## src/rtl/mem_stage.sv

```systemverilog
// mem_stage: MIPS memory-access stage; registers the execute payload and aligns/extends load data.
// Ports:
//   clk, reset            clock and synchronous active-high reset
//   es_to_ms_valid/bus    instruction from execute {ld_op, gr_we, dest, rt_value, alu_result, pc}
//   ms_allowin            stage can accept a new instruction
//   ws_allowin            write-back can accept
//   ms_to_ws_valid/bus    instruction to write-back {rf_we, dest, final_result, pc}
//   data_sram_rdata       load data, valid in the first cycle a load sits here
//   ms_to_ds_bus          forwarding to decode {ld_pending, fwd_we, dest, final_result}
module mem_stage (
    input  logic         clk,
    input  logic         reset,
    output logic         ms_allowin,
    input  logic         es_to_ms_valid,
    input  logic [108:0] es_to_ms_bus,
    input  logic         ws_allowin,
    output logic         ms_to_ws_valid,
    output logic [72:0]  ms_to_ws_bus,
    input  logic [31:0]  data_sram_rdata,
    output logic [41:0]  ms_to_ds_bus
);
    logic         ms_valid_q, ms_valid_d;
    logic [108:0] bus_q, bus_d;
    logic         buf_valid_q, buf_valid_d;
    logic [31:0]  rdata_buf_q, rdata_buf_d;
    logic [6:0]   ld_op;
    logic         gr_we;
    logic [4:0]   dest;
    logic [31:0]  rt, alu, pc, d, lwl_v, lwr_v, final_result;
    logic [1:0]   a;
    logic [7:0]   byte_v;
    logic [15:0]  half_v;
    logic [3:0]   lwl_we, lwr_we, rf_we;
    logic         capture;

    assign {ld_op, gr_we, dest, rt, alu, pc} = bus_q;
    assign a = alu[1:0];

    always_comb begin
        ms_allowin  = !ms_valid_q || ws_allowin;
        ms_valid_d  = ms_allowin ? es_to_ms_valid : ms_valid_q;
        bus_d       = (es_to_ms_valid && ms_allowin) ? es_to_ms_bus : bus_q;
        // SRAM data is only guaranteed in the first cycle; hold it across a stall
        capture     = ms_valid_q && !ws_allowin && !buf_valid_q;
        rdata_buf_d = capture ? data_sram_rdata : rdata_buf_q;
        buf_valid_d = (ms_valid_q && ws_allowin) ? 1'b0 : capture ? 1'b1 : buf_valid_q;
        d           = buf_valid_q ? rdata_buf_q : data_sram_rdata;
        byte_v      = a == 2'd0 ? d[7:0] : a == 2'd1 ? d[15:8] : a == 2'd2 ? d[23:16] : d[31:24];
        half_v      = a[1] ? d[31:16] : d[15:0];
        lwl_v       = a == 2'd0 ? {d[7:0], rt[23:0]} : a == 2'd1 ? {d[15:0], rt[15:0]} :
                      a == 2'd2 ? {d[23:0], rt[7:0]} : d;
        lwr_v       = a == 2'd0 ? d : a == 2'd1 ? {rt[31:24], d[31:8]} :
                      a == 2'd2 ? {rt[31:16], d[31:16]} : {rt[31:8], d[31:24]};
        lwl_we      = a == 2'd0 ? 4'b1000 : a == 2'd1 ? 4'b1100 : a == 2'd2 ? 4'b1110 : 4'b1111;
        lwr_we      = a == 2'd0 ? 4'b1111 : a == 2'd1 ? 4'b0111 : a == 2'd2 ? 4'b0011 : 4'b0001;
        final_result = ld_op[6] ? d :
                       ld_op[5] ? {{24{byte_v[7]}}, byte_v} :
                       ld_op[4] ? {24'd0, byte_v} :
                       ld_op[3] ? {{16{half_v[15]}}, half_v} :
                       ld_op[2] ? {16'd0, half_v} :
                       ld_op[1] ? lwl_v :
                       ld_op[0] ? lwr_v : alu;
        rf_we       = !gr_we ? 4'b0000 : ld_op[1] ? lwl_we : ld_op[0] ? lwr_we : 4'b1111;
        ms_to_ws_valid = ms_valid_q;
        ms_to_ws_bus   = {rf_we, dest, final_result, pc};
        ms_to_ds_bus   = {ms_valid_q && (ld_op != 7'd0), rf_we & {4{ms_valid_q}}, dest, final_result};
    end

    always_ff @(posedge clk) begin
        if (reset) begin
            ms_valid_q  <= 1'b0;
            buf_valid_q <= 1'b0;
        end else begin
            ms_valid_q  <= ms_valid_d;
            buf_valid_q <= buf_valid_d;
        end
    end

    always_ff @(posedge clk) begin
        bus_q       <= bus_d;
        rdata_buf_q <= rdata_buf_d;
    end
endmodule
```

## config.mk

```make
export PLATFORM = sky130hd
export DESIGN_NAME = mem_stage
export DESIGN_NICKNAME = d
export VERILOG_FILES = /design/src/rtl/mem_stage.sv
export SDC_FILE = /design/constraint.sdc
export NUM_CORES = 1
export LEC_CHECK = 0
export ABC_AREA = 1
export ABC_CLOCK_PERIOD_IN_PS = 5550
export CAP_MARGIN = 20
export CORE_ASPECT_RATIO = 1.2
export CORE_MARGIN = 3
export CORE_UTILIZATION = 35
export CTS_CLUSTER_SIZE = 12
export DETAILED_ROUTE_END_ITERATION = 6
export PLACE_DENSITY = 0.65
export SKIP_CTS_REPAIR_TIMING = 1
export SLEW_MARGIN = 20
export SYNTH_ARGS = -nofsm -noshare
export SYNTH_HDL_FRONTEND = slang
export SYNTH_SLANG_ARGS = --single-unit
```

## constraint.sdc

```tcl
create_clock -name clk -period 5.55 [get_ports clk]
set_input_delay 0.555 -clock clk [delete_from_list [all_inputs] [get_ports clk]]
set_output_delay 0.555 -clock clk [all_outputs]
set_load 0.05 [all_outputs]
```

==> impl.org <==
** Outcome
- The run finished with clean final reports.

** Timing
- In this run the tightest slew margin relative to its limit is 44.7%.
- The final-report max-slew violation count came to 0.
- Setup repair after global routing left no endpoint under its margin.
- Shortest period the worst path allows :: 4.35 ns
- Highest Clock Rate :: 0.230 GHz
- Hold_ws :: 0.585 ns
- Final hold violation count :: 0
- At the pin with the least slew margin, the transition time is 0.824 ns.
- Worst Setup Slack, final :: 1.20 ns
- Maximum clock skew at final layout :: 0.00640 ns
- After routing, the total negative slack on setup checks comes to 0 ns.
- Post-route clock period utilization :: 78.4%
- Setup violations remaining at the end of the flow were counted as 0.

** Die
- Pin placement for this block handled 262 I/O pins.
- Horizontal extent of the die :: 148 um
- The total area inside the core boundary comes to 23400 um2.
- The die covers 26000 um2.
- Once the floorplan was initialized, standard cells occupied 36.0% of the core.
- Row count :: 61
- The floorplan step set the die height to 176 um.

** Clock tree
- Number of levels the H-tree was split into :: 4
- CTS Root Cell :: sky130_fd_sc_hd__clkbuf_16
- Counting every sink on the clock net gives 143.
- TritonCTS built the clock tree.
- Clock latency on the worst-skew pair, taken at its later pin, is 0.44 ns.
- Clock slew seen by the registers of the worst setup and hold paths :: 0.07 ns
- Buffers inserted during clock tree synthesis total 17.
- In this run the deepest clock path goes through 2 buffers.

** Routing
- Total met3 wirelength after detailed routing :: 2.20 mm
- Post-detailed-routing wire length :: 27.4 mm
- After detailed routing, the number of remaining DRC violations is 0.
- Dividing the detail-routed via count by the number of cells gives 4.79.
- Detailed routing placed a total of 13.3 mm of wire on met2.
- The detail route stage leaves a number of antenna-violating nets equal to 0.
- Max layer used :: met4
- Routed len/inst :: 17.9 um
- Before antenna repair, the detailed router went through 5 iterations.
- The detailed router put a total of 11.1 mm of wire on met1.
- Vias :: 7309
- Iter 0 DRT Violations :: 504

** Global routing
- Global-route total usage across every layer :: 20.7%
- Antenna violations before repair :: 0
- For this run the aggregate overflow at the end of global routing stands at 0.
- Entering global routing, the biggest net connects 110 pins.
- Global-route wire length before repair :: 40.9 mm
- Number of global-route vias before repair :: 7172

** Power
- The share of total power dissipated in combinational logic is 28.0%.
- The share of total power dissipated in the clock network is 33.6%.
- Portion of total power attributed to sequential cells :: 38.3%
- In this run switching power makes up 35.2% of total power.
- IR analysis of the VDD net gives a maximum drop of 0.000192 V.
- In this run the static leakage power is 4.67 nW.
- Pint :: 2.17 mW
- Pwr/cell area :: 296 nW/um2
- The analysis attributes to net switching a power of 1.18 mW.
- Final total power :: 3.34 mW

** Finish
- Nets@finish :: 1344
- The repair_antennas step left the layout with diodes totalling 0.
- Final non-filler cell total :: 1527
- From synthesis to final layout, the design area changed by 33.9%.
- Cells with a size suffix above 1 make up 8.00% of the layout.

** Critical path
- Required time reported for the critical path endpoint :: 4.99 ns
- Endpoint of the most critical register-to-register path :: rdata_buf_q[19]
- Number of cells on the worst reg-to-reg path :: 5
- The worst setup path is of the flop to primary output kind.
- STA classifies the critical path startpoint as a flop.
- At the worst endpoint, the arrival time is 3.80 ns.
- The cell that appears most often on the critical path is sky130_fd_sc_hd__nand2_1.
- Critical path's top delay family :: buffers and inverters
- Slowest cell delay on critical path :: 0.87 ns
- The signal on the critical path passes through buf_4 -> inv_4 -> nand2_1 -> nand2_2 -> nand2_1 -> nand2_1 -> nor2_1 -> nand2_1 -> nand2_1 -> nand2_1 -> a21oi_1 -> clkdlybuf4s50_1.
- In this run the worst path has a maximum fanout of 23.
- STA classifies the critical path endpoint as a primary output.
- Across all register-to-register paths, the minimum setup slack is 3.45 ns.
- The startpoint identified for the worst register-to-register timing path is ms_to_ws_valid.
- Together, buffers and inverters on the worst path number 3.
- The slowest stage of the critical path belongs to the cell sky130_fd_sc_hd__clkdlybuf4s50_1.

** Yosys
- After synthesis the cells add up to 8440 um2.
- During synthesis, Yosys emitted a total of 0 warnings.
- The netlist uses 31 different library cells.
- Number of flip-flops and latches in the synthesized netlist :: 143
- Post-synthesis net count :: 1166
- Post-synthesis cell count :: 1021
- Fraction of the yosys area taken by sequential cells :: 50.7%
- Area share of the largest cell type after synthesis :: 50.2%
- In the post-synthesis netlist, the biggest area contributors are sky130_fd_sc_hd__edfxtp_1 (50%), sky130_fd_sc_hd__nand2_1 (14%), sky130_fd_sc_hd__buf_4 (6.9%).
- Of all cell types, the one taking the most synthesized area is sky130_fd_sc_hd__edfxtp_1.
- Post-Syn Area per Cell :: 8.26 um2

** Min path
- Hold-critical path endpoint :: buf_valid_q
- Path category of the worst min-delay check :: flop to flop
- In this run the most critical hold path is launched from buf_valid_q.
- Worst hold path stage count :: 2

** Place
- Count of buffers inserted at the top-level ports :: 261
- Detail Placement HPWL :: 20.3 mm
- Routability congestion estimate from global placement :: 0.976
- OpenSTA, run right after detailed placement, puts the worst setup slack at 1.69 ns.
- Counting tap cells, the placed design contains a total of 1495 instances.

** Job
- Count of maximum capacitance violations :: 0
-- power by group through the flow --
stage | Sequential [mW] | Combinational, mW | Clock, mW
2_1_floorplan | 1.30 | 0.642 | 0
3_3_place_gp | 1.30 | 0.932 | 0
3_5_place_dp | 1.31 | 0.935 | 0
4_1_cts | 1.28 | 0.937 | 1.14
5_1_grt | 1.29 | 0.994 | 1.19
6_report | 1.28 | 0.937 | 1.13
-- state kept, by name, indices dropped and copies added, names as in the netlist --
signal and count:
buf_valid_q 1, ms_to_ws_valid 1, bus_q 109, rdata_buf_q 32
-- how the worst max path moves through the flow --
stage / startpoint / end / slack (ns) / cells past startpoint
global placement: bus_q[32] / ms_to_ds_bus[18] / 1.70 / 10
global route: bus_q[32] / ms_to_ds_bus[26] / 1.01 / 10
CTS: bus_q[33] / ms_to_ds_bus[14] / 1.22 / 12
detailed placement: bus_q[32] / ms_to_ds_bus[28] / 1.69 / 10
finish: bus_q[33] / ms_to_ds_bus[14] / 1.20 / 12
floorplan: ms_to_ws_valid / bus_q[0] / 1.52 / 3
-- metal layers --
layer / up-vias / global-route usage (%)
li1: 3585 / -
met1: 3331 / 25.8
met2: 347 / 34.7
met3: 46 / 5.39
met4: 0 / 7.58
met5: - / 0
-- per-stage QoR --
| stage | util (%) | area [um2] |
|---|---|---|
| 6_report | 48.2 | 11300 |
| 5_1_grt | 48.2 | 11300 |
| 4_1_cts | 48.2 | 11300 |
| 3_5_place_dp | 45.8 | 10700 |
| 3_3_place_gp | 45.8 | 10700 |
| 2_1_floorplan | - | 8440 |
-- cell families after synthesis --
family                 count (synthesis)  share of synthesized area [%]
and+or+nand+nor                      530                           26.3
AOI/OAI and AO/OA                    124                           8.23
buffers and inverters                224                           14.8
DFF                                  143                           50.7
-- synthesized netlist by cell type (all sizes together) --
cell	count
a31oi	6
dfxtp	2
clkbuf	9
o211ai	3
nor2	117
nand2	333
o22ai	8
or2	9
nor3	5
o21ai	52
buf	103
a21oi	54
nand3	66
a22oi	1
edfxtp	141
clkinv	2
inv	110
-- layout make-up --
class | instances | area [um2]
Fill cell | 2326 | 12100
Inverter | 112 | 428
Sequential cell | 143 | 4280
Tap cell | 315 | 394
Clock buffer | 17 | 425
Multi-Input combinational cell | 654 | 2930
Timing Repair Buffer | 271 | 2700
Clock inverter | 15 | 148
-- placed cells by master (no fill, tap or decap), types with 2 or more instances in the layout --
| master | n |
|---|---|
| sky130_fd_sc_hd__nor2_1 | 107 |
| sky130_fd_sc_hd__inv_1 | 103 |
| sky130_fd_sc_hd__clkbuf_16 | 17 |
| sky130_fd_sc_hd__clkinv_1 | 3 |
| sky130_fd_sc_hd__inv_8 | 3 |
| sky130_fd_sc_hd__edfxtp_1 | 141 |
| sky130_fd_sc_hd__nor3_1 | 5 |
| sky130_fd_sc_hd__nand2_4 | 3 |
| sky130_fd_sc_hd__o22ai_1 | 8 |
| sky130_fd_sc_hd__or2_0 | 5 |
| sky130_fd_sc_hd__clkinv_8 | 2 |
| sky130_fd_sc_hd__nand2_2 | 17 |
| sky130_fd_sc_hd__inv_2 | 4 |
| sky130_fd_sc_hd__a21oi_2 | 11 |
| sky130_fd_sc_hd__a21oi_1 | 43 |
| sky130_fd_sc_hd__clkdlybuf4s50_1 | 261 |
| sky130_fd_sc_hd__inv_6 | 5 |
| sky130_fd_sc_hd__nand3_2 | 2 |
| sky130_fd_sc_hd__o211ai_1 | 3 |
| sky130_fd_sc_hd__clkinv_4 | 3 |
| sky130_fd_sc_hd__nor2_2 | 4 |
| sky130_fd_sc_hd__or2_2 | 4 |
| sky130_fd_sc_hd__a31oi_1 | 6 |
| sky130_fd_sc_hd__nand2_1 | 313 |
| sky130_fd_sc_hd__buf_4 | 9 |
| sky130_fd_sc_hd__o21ai_1 | 14 |
| sky130_fd_sc_hd__inv_4 | 3 |
| sky130_fd_sc_hd__nor2_4 | 6 |
| sky130_fd_sc_hd__nand3_1 | 64 |
| sky130_fd_sc_hd__o21ai_0 | 38 |
-- tightest hold or removal path, cell delays in order (launching register included) --
cell and delay, ns:
sky130_fd_sc_hd__dfxtp_2 0.40, sky130_fd_sc_hd__nand2_1 0.09, sky130_fd_sc_hd__a21oi_1 0.06
Power figures use the tool's default switching activity.
